<file path="src/rtl/conv_pkg.sv">
// Shared parameters and FSM encoding for the convolution pipeline stages.
package conv_pkg;

  localparam int unsigned DATA_W_DEF   = 4;
  localparam int unsigned ACC_W_DEF    = 12;
  localparam int unsigned KERNEL_N_DEF = 9;

  typedef enum logic [1:0] {
    ST_IDLE  = 2'd0,
    ST_ACCUM = 2'd1,
    ST_HOLD  = 2'd2
  } conv_state_e;

  // Counter width able to hold 0..n inclusive.
  function automatic int unsigned cnt_width(input int unsigned n);
    return (n < 1) ? 1 : $clog2(n + 1);
  endfunction

endpackage

</file>
<file path="src/rtl/tap_counter.sv">
// Counts accepted taps within a window; tc_c flags that the next beat completes it.
module tap_counter
  import conv_pkg::*;
#(
  parameter int unsigned KERNEL_N = KERNEL_N_DEF
) (
  input  logic clk,
  input  logic rst,
  input  logic clr_i,
  input  logic inc_i,
  output logic tc_c
);

  localparam int unsigned CNT_W = cnt_width(KERNEL_N);

  logic [CNT_W-1:0] count_q, count_d;

  always_comb begin
    count_d = count_q;
    if (clr_i) begin
      count_d = '0;
    end else if (inc_i) begin
      count_d = count_q + CNT_W'(1);
    end
  end

  always_ff @(posedge clk or negedge rst) begin
    if (!rst) begin
      count_q <= '0;
    end else begin
      count_q <= count_d;
    end
  end

  assign tc_c = (count_q == CNT_W'(KERNEL_N - 1));

endmodule

</file>
<file path="src/rtl/conv_accumulator.sv">
// Saturating window accumulator: sums KERNEL_N partial sums and holds the result until taken.
module conv_accumulator
  import conv_pkg::*;
#(
  parameter int unsigned DATA_W   = DATA_W_DEF,
  parameter int unsigned ACC_W    = ACC_W_DEF,
  parameter int unsigned KERNEL_N = KERNEL_N_DEF
) (
  input  logic              clk,
  input  logic              rst,
  input  logic              clear,
  input  logic              in_valid,
  input  logic [DATA_W-1:0] in_data,
  output logic              in_ready,
  output logic              out_valid,
  input  logic              out_ready,
  output logic [ACC_W-1:0]  out_data,
  output logic              out_sat
);

  localparam int unsigned SUM_W = ACC_W + 1;

  conv_state_e       state_q, state_d;
  logic [ACC_W-1:0]  acc_q, acc_d;
  logic              sat_q, sat_d;
  logic              in_ready_q, in_ready_d;
  logic              out_valid_q, out_valid_d;
  logic [ACC_W-1:0]  out_data_q, out_data_d;
  logic              out_sat_q, out_sat_d;
  logic              cnt_clr, cnt_inc, last_tap;
  logic              accept;
  logic [SUM_W-1:0]  sum;

  tap_counter #(.KERNEL_N(KERNEL_N)) u_tap_counter (
    .clk   (clk),
    .rst   (rst),
    .clr_i (cnt_clr),
    .inc_i (cnt_inc),
    .tc_c  (last_tap)
  );

  assign accept = in_valid && in_ready_q && !clear;
  assign sum    = {1'b0, acc_q} + SUM_W'(in_data);

  // Next state; outputs are precomputed from the next state so they register cleanly.
  always_comb begin
    state_d = state_q;
    acc_d   = acc_q;
    sat_d   = sat_q;
    cnt_clr = 1'b0;
    cnt_inc = 1'b0;

    if (clear) begin
      state_d = ST_IDLE;
      acc_d   = '0;
      sat_d   = 1'b0;
      cnt_clr = 1'b1;
    end else begin
      unique case (state_q)
        ST_IDLE, ST_ACCUM: begin
          if (accept) begin
            acc_d   = sum[ACC_W] ? {ACC_W{1'b1}} : sum[ACC_W-1:0];
            sat_d   = sat_q | sum[ACC_W];
            cnt_inc = 1'b1;
            state_d = last_tap ? ST_HOLD : ST_ACCUM;
          end
        end
        ST_HOLD: begin
          if (out_ready) begin
            state_d = ST_IDLE;
            acc_d   = '0;
            sat_d   = 1'b0;
            cnt_clr = 1'b1;
          end
        end
        default: begin
          state_d = ST_IDLE;
          acc_d   = '0;
          sat_d   = 1'b0;
          cnt_clr = 1'b1;
        end
      endcase
    end

    out_valid_d = (state_d == ST_HOLD);
    in_ready_d  = !out_valid_d;
    out_data_d  = out_valid_d ? acc_d : '0;
    out_sat_d   = out_valid_d & sat_d;
  end

  always_ff @(posedge clk or negedge rst) begin
    if (!rst) begin
      state_q     <= ST_IDLE;
      acc_q       <= '0;
      sat_q       <= 1'b0;
      in_ready_q  <= 1'b1;
      out_valid_q <= 1'b0;
      out_data_q  <= '0;
      out_sat_q   <= 1'b0;
    end else begin
      state_q     <= state_d;
      acc_q       <= acc_d;
      sat_q       <= sat_d;
      in_ready_q  <= in_ready_d;
      out_valid_q <= out_valid_d;
      out_data_q  <= out_data_d;
      out_sat_q   <= out_sat_d;
    end
  end

  assign in_ready  = in_ready_q;
  assign out_valid = out_valid_q;
  assign out_data  = out_data_q;
  assign out_sat   = out_sat_q;

endmodule

</file>
<file path="config.mk">
export PLATFORM = sky130hd
export DESIGN_NAME = conv_accumulator
export DESIGN_NICKNAME = d
export VERILOG_FILES = /design/src/rtl/conv_pkg.sv /design/src/rtl/tap_counter.sv /design/src/rtl/conv_accumulator.sv
export SDC_FILE = /design/constraint.sdc
export NUM_CORES = 1
export LEC_CHECK = 0
export ABC_CLOCK_PERIOD_IN_PS = 1700
export CAP_MARGIN = 15
export CELL_PAD_IN_SITES_DETAIL_PLACEMENT = 0
export CELL_PAD_IN_SITES_GLOBAL_PLACEMENT = 1
export CORE_MARGIN = 2
export CORE_UTILIZATION = 35
export DETAILED_ROUTE_END_ITERATION = 7
export PLACE_DENSITY_LB_ADDON = 0.1
export SLEW_MARGIN = 25
export SYNTH_ARGS = -nofsm -noshare
export SYNTH_HDL_FRONTEND = slang
export SYNTH_HIERARCHICAL = 1
export SYNTH_SLANG_ARGS = --single-unit
</file>
<file path="constraint.sdc">
create_clock -name clk -period 1.7 [get_ports clk]
set_input_delay 0.255 -clock clk [delete_from_list [all_inputs] [get_ports clk]]
set_output_delay 0.255 -clock clk [all_outputs]
set_load 0.02 [all_outputs]
</file>
# --- Word level (Yosys, flattened, before mapping) ---
# Cells that the tools add are included.
totals:
  regBits: 34
  latch_bits: 0
  ram_bits: 0
  rom_bits: 0
  in_bits: 9
  output_inout_bits: 15
  n_memories: 0
op_classes:
  addsub: 2
  multipliers: 0
  n_div: 0
  order_cmp: 0
  eq_ne: 4
  shifts: 0
  n_mux: 23
  bitwise_logic: 2
  reduce_logical: 7
ops:
  columns: ["operator", "count"]
  rows:
  - ["$mux W12", 5]
  - ["$pmux W12 S2", 1]
  - ["$add A12 B4 Y13", 1]
  - ["$mux W1", 8]
  - ["$mux W2", 4]
  - ["$mux W4", 2]
  - ["$add A4 B1 Y4 const B", 1]
  - ["$eq A2 B2 Y1 const B", 2]
  - ["$eq A4 B4 Y1 const B", 1]
  - ["$pmux W1 S2", 2]
  - ["$pmux W2 S2", 1]
  - ["$eq A2 B1 Y1 const B", 1]
  - ["$logic_and A1 B1 Y1", 2]
  - ["$logic_not A1 Y1", 2]
  - ["$logic_not A2 Y1", 1]
  - ["$reduce_bool A2 Y1", 1]
  - ["$reduce_or A2 Y1", 1]
  - ["$and A1 B1 Y1", 1]
  - ["$or A1 B1 Y1", 1]

# --- Depth between registers and ports, before layout ---
logic_depth:
  ltp_word: 7
  ltp_mapped: 7

# --- Cells and area by module ---
# The synthesis kept the hierarchy.
by_module_without_submodules:
  columns: ["mod", "instances", "cells_per_inst", "area_each_um2", "seq_area_each_um2"]
  rows:
  - ["conv_accumulator", 1, 143, 1477.7, 752.0]
  - ["tap_counter", 1, 21, 220.2, 100.1]

# --- Worst setup path before layout ---
# OpenSTA, ideal clock, no wires.
synth_timing:
  kind: "flip-flop to flip-flop"
  from: "reg acc_q[0]"
  to: "reg out_data_q[7], in the netlist out_data[7]"
  setup_ps: 143
  arrival_ps: 1707
  t_required_ps: 1557
  path_slack_ps: -150
  stages_incl_launch_ff: 8
  path_buffers: 1
  path_cell_list: "dfrtp_1 ha_1 fa_1 and3_1 o21a_1 nand2_1 buf_2 a31oi_1"
synth_via:
  elab_chain_len: 6
synth_rtl:
  columns: ["element", "line_no", "source"]
  rows:
  - ["from (decl)", "conv_accumulator.sv:24", "logic [ACC_W-1:0] acc_q, acc_d;"]
  - ["from (signal assigned)", "conv_accumulator.sv:94", "acc_q <= '0;"]
  - ["from (signal assigned)", "conv_accumulator.sv:102", "acc_q <= acc_d;"]
  - ["$add A12 B4 Y13", "conv_accumulator.sv:43", "assign sum = {1'b0, acc_q} + SUM_W'(in_data);"]
  - ["$mux W12", "conv_accumulator.sv:62", "acc_d = sum[ACC_W] ? {ACC_W{1'b1}} : sum[ACC_W-1:0];"]
  - ["$mux W12", "conv_accumulator.sv:61", "if (accept) begin"]
  - ["$pmux W12 S2", "conv_accumulator.sv:59", "unique case (state_q)"]
  - ["$mux W12", "conv_accumulator.sv:53", "if (clear) begin"]
  - ["$mux W12", "conv_accumulator.sv:87", "out_data_d = out_valid_d ? acc_d : '0;"]
  - ["named net out_data_d[7]", "conv_accumulator.sv:28", "logic [ACC_W-1:0] out_data_q, out_data_d;"]
  - ["to (signal assigned)", "conv_accumulator.sv:106", "out_data_q <= out_data_d;"]
  - ["to (decl)", "conv_accumulator.sv:28", null]
# The timed path passes the listed nets, and every way through them passes these cells.
# A chain may end at the register's enable or synchronous reset.

# --- Worst setup path after layout ---
layout_timing:
  from: "reg acc_q[0]"
  to: "reg out_data_q[10], in the netlist out_data[10]"
# Same word-level chain as after synthesis.

==> flow_metrics.tcl <==
set metrics [dict create \
    die-area_um2 5420 \
    finalClockSkew_ns 0.00557 \
    numClockSinks 34 \
    synthesis.instances 164 \
    portBuffers 23 \
    pwr-share-clk 0.367 \
    antenna_left 0 \
    drtIter0Drc 59 \
    p_leak_nw 1.08 \
    synth_top_area_frac 0.486 \
    numCtsBuffers 5 \
    viasPerCell 5.39 \
    fmax_ghz 0.556 \
    powerDensity_nw_per_um2 706 \
    switching_share 0.244 \
    crit_start "acc_q[0]" \
    synth_commonest_cells "dfrtp_1, nand2_1, nand3_1, nor2_1, a21oi_1" \
    antennaDiodeCount 0 \
    p_int_mw 1.26 \
    path_max_fanout 4 \
    synthToLayoutAreaGrowth_pct 38.8 \
    dp_slack_ns -0.414 \
    die_x_um 73.7 \
    die_y_um 73.7 \
    clock_tree.root_cell "clkbuf_8" \
    power_mw 1.66 \
    cp.required_ns 1.92 \
    synth_cell_types 49 \
    pin_count 24 \
    ys.flop_type "dfrtp_1" \
    slew_headroom 0.590 \
    fillerInstances 455 \
    rsz0062_at_grt "true" \
    final_cells 270 \
    setup_slack_ns -0.0984 \
    p_sw_mw 0.405 \
    place_hpwl_um 2890 \
    initial_core_util 0.362 \
    synth_top_area_cell "dfrtp_1" \
    crit_path_start_kind "register" \
    dr.pass1.iters 4 \
    yosysMostFrequentCell "dfrtp_1" \
    synth.cell_area_um2 1700 \
    fin_crit_sh 1.06 \
    m1WireLength_um 1970 \
    post-route-drc-count 0 \
    cts.htree.levels 2 \
    dr_total_vias 1454 \
    status "finished with violations" \
    critPathArrivalTime_ns 2.01 \
    synthesis.nets 180 \
    ir_drop_mv 0.314 \
    synth_edf_count 0 \
    path_clk_slew_ns 0.07 \
    post_synth_main_area_contributors "dfrtp_1, ha_1, nand2_1" \
    r2r-end "out_data[10]" \
    met3_length_um 158 \
    power_frac_seq 0.506 \
    r2r_start "acc_q[0]" \
    violations "negative setup slack" \
    ys_warn_count 6 \
    wl_um 4100 \
    hold_violations 0 \
    overflow 0 \
    hold_path_class "in -> async" \
    first_global_vias 1423 \
    final_nets 231 \
    grt_pass1_wl_um 6890 \
    power_frac_comb 0.127 \
    antenna_found_initial 0 \
    grt_usage 0.169 \
    min_period_ns 1.80 \
    clock_path_buffers 2 \
    insertion_delay_ns 0.29 \
    ff2ff_setup_slack_ns -0.1 \
    r2r_cells 7 \
    hold_buffers 0 \
    grt_start_max_net_pins 35 \
    setup_viol 24 \
    place_congestion 0.794 \
    maxCapViolations 0 \
    top_layer_used "met4" \
    drive_above_1_share 0.273 \
    worst-setup-path-type "reg -> reg" \
    synth-seq-cells 34 \
    row_count 25 \
    place_inst 260 \
    cts_tree "yes" \
    synth_seq_area_share 0.502 \
    slew_viol_final 0 \
    async_reset_ff_frac 1.00 \
    critPathCaptureType "register" \
    syn_avg_cell_area_um2 10.4 \
    crit_path_end "out_data[10]" \
    coreArea_um2 4690 \
    wire_per_inst_um 15.2 \
    worst-slew-pin-transition_ns 0.613 \
    wl_met2_um 1920 \
    final.setup.tns_ns -1.25 \
]
[how the worst min path moves through the flow]
stage,from,cells after the start,endpoint
2_1_floorplan,rst,0,acc_q[0]
3_3_place_gp,sat_q,2,sat_q
3_5_place_dp,sat_q,2,sat_q
4_1_cts,rst,2,out_data[1]
5_1_grt,rst,2,out_data[3]
6_report,rst,2,out_data[1]
[worst max-delay path, stage by stage, from the launching register on]
cell and delay [ns]:
dfrtp_1 0.38, ha_2 0.19, fa_2 0.34, and3_4 0.20, o211ai_1 0.19, buf_4 0.17
o211ai_1 0.11, a21oi_1 0.16
[state kept, by name, summed over array words and instances, names as in the netlist]
register / flops
acc_q: 12
in_ready: 1
out_data: 12
out_sat: 1
out_valid: 1
sat_q: 1
state_q: 2
u_tap_counter/count_q: 4
[layout make-up]
| type | instances | area (um2) | share of cell area |
|---|---|---|---|
| flip-flops and latches | 34 | 852 | 0.361 |
| clock buffers | 7 | 86.3 | 0.0366 |
| well taps | 54 | 67.6 | 0.0287 |
| inverters | 6 | 22.5 | 0.00955 |
| repair buffers | 49 | 427 | 0.181 |
| clock inverters | 1 | 5.00 | 0.00212 |
| multi-input cells | 119 | 897 | 0.381 |
[stage by stage]
stage	instance area, um2	hold WS [ns]	utilization
2_1_floorplan	1730	-0.0406	-
3_3_place_gp	2180	0.482	0.465
3_5_place_dp	2180	0.468	0.465
4_1_cts	2320	0.391	0.494
5_1_grt	2360	0.409	0.502
6_report	2360	0.373	0.502
[timing repair]
item                                    4_1_cts  5_1_grt
cloned                                        1        0
gates resized for setup                       9        9
endpoints found under the setup margin       28       29
pin swaps                                     7        7
setup buffers                                 0        1
[metal layers]
metal | track usage | vias to the layer above
li1 | - | 701
met1 | 0.234 | 712
met2 | 0.256 | 36
met3 | 0.0412 | 5
met4 | 0.0606 | 0
met5 | 0 | -
[kinds of logic after synthesis]
logic type | count (synthesis) | synth area share
multiplexers | 3 | 0.0214
buffers and inverters | 12 | 0.0324
AO/OA/AOI/OAI | 39 | 0.164
flip-flops | 34 | 0.502
adder cells (fa/ha/maj) | 7 | 0.0560
XOR/XNOR | 2 | 0.0103
AND/OR/NAND/NOR | 67 | 0.214
[layout by cell type (no fill, tap or decap), types with 2 or more instances in the layout]
cell type	count
a21oi_2	2
ha_4	2
clkbuf_8	6
ha_1	3
inv_1	5
and4_1	2
clkdlybuf4s50_1	21
nand4_1	3
a211o_1	2
o21ai_0	3
a21oi_1	7
nand2_4	2
and3_1	2
o211ai_1	3
a21o_1	2
nor3_1	2
o311ai_1	2
o32a_1	2
a31oi_1	5
o221ai_2	2
nand2_1	17
dfrtp_1	33
buf_4	26
nor2_1	12
nand3_1	12
[power groups by stage]
stage | Sequential [mW] | Combinational [mW] | Clock [mW]
floorplan | 0.851 | 0.101 | 0
global placement | 0.856 | 0.194 | 0
detailed placement | 0.856 | 0.198 | 0
CTS | 0.842 | 0.209 | 0.633
global route | 0.844 | 0.237 | 0.661
finish | 0.842 | 0.211 | 0.610
(Power assumes the default switching activity.)
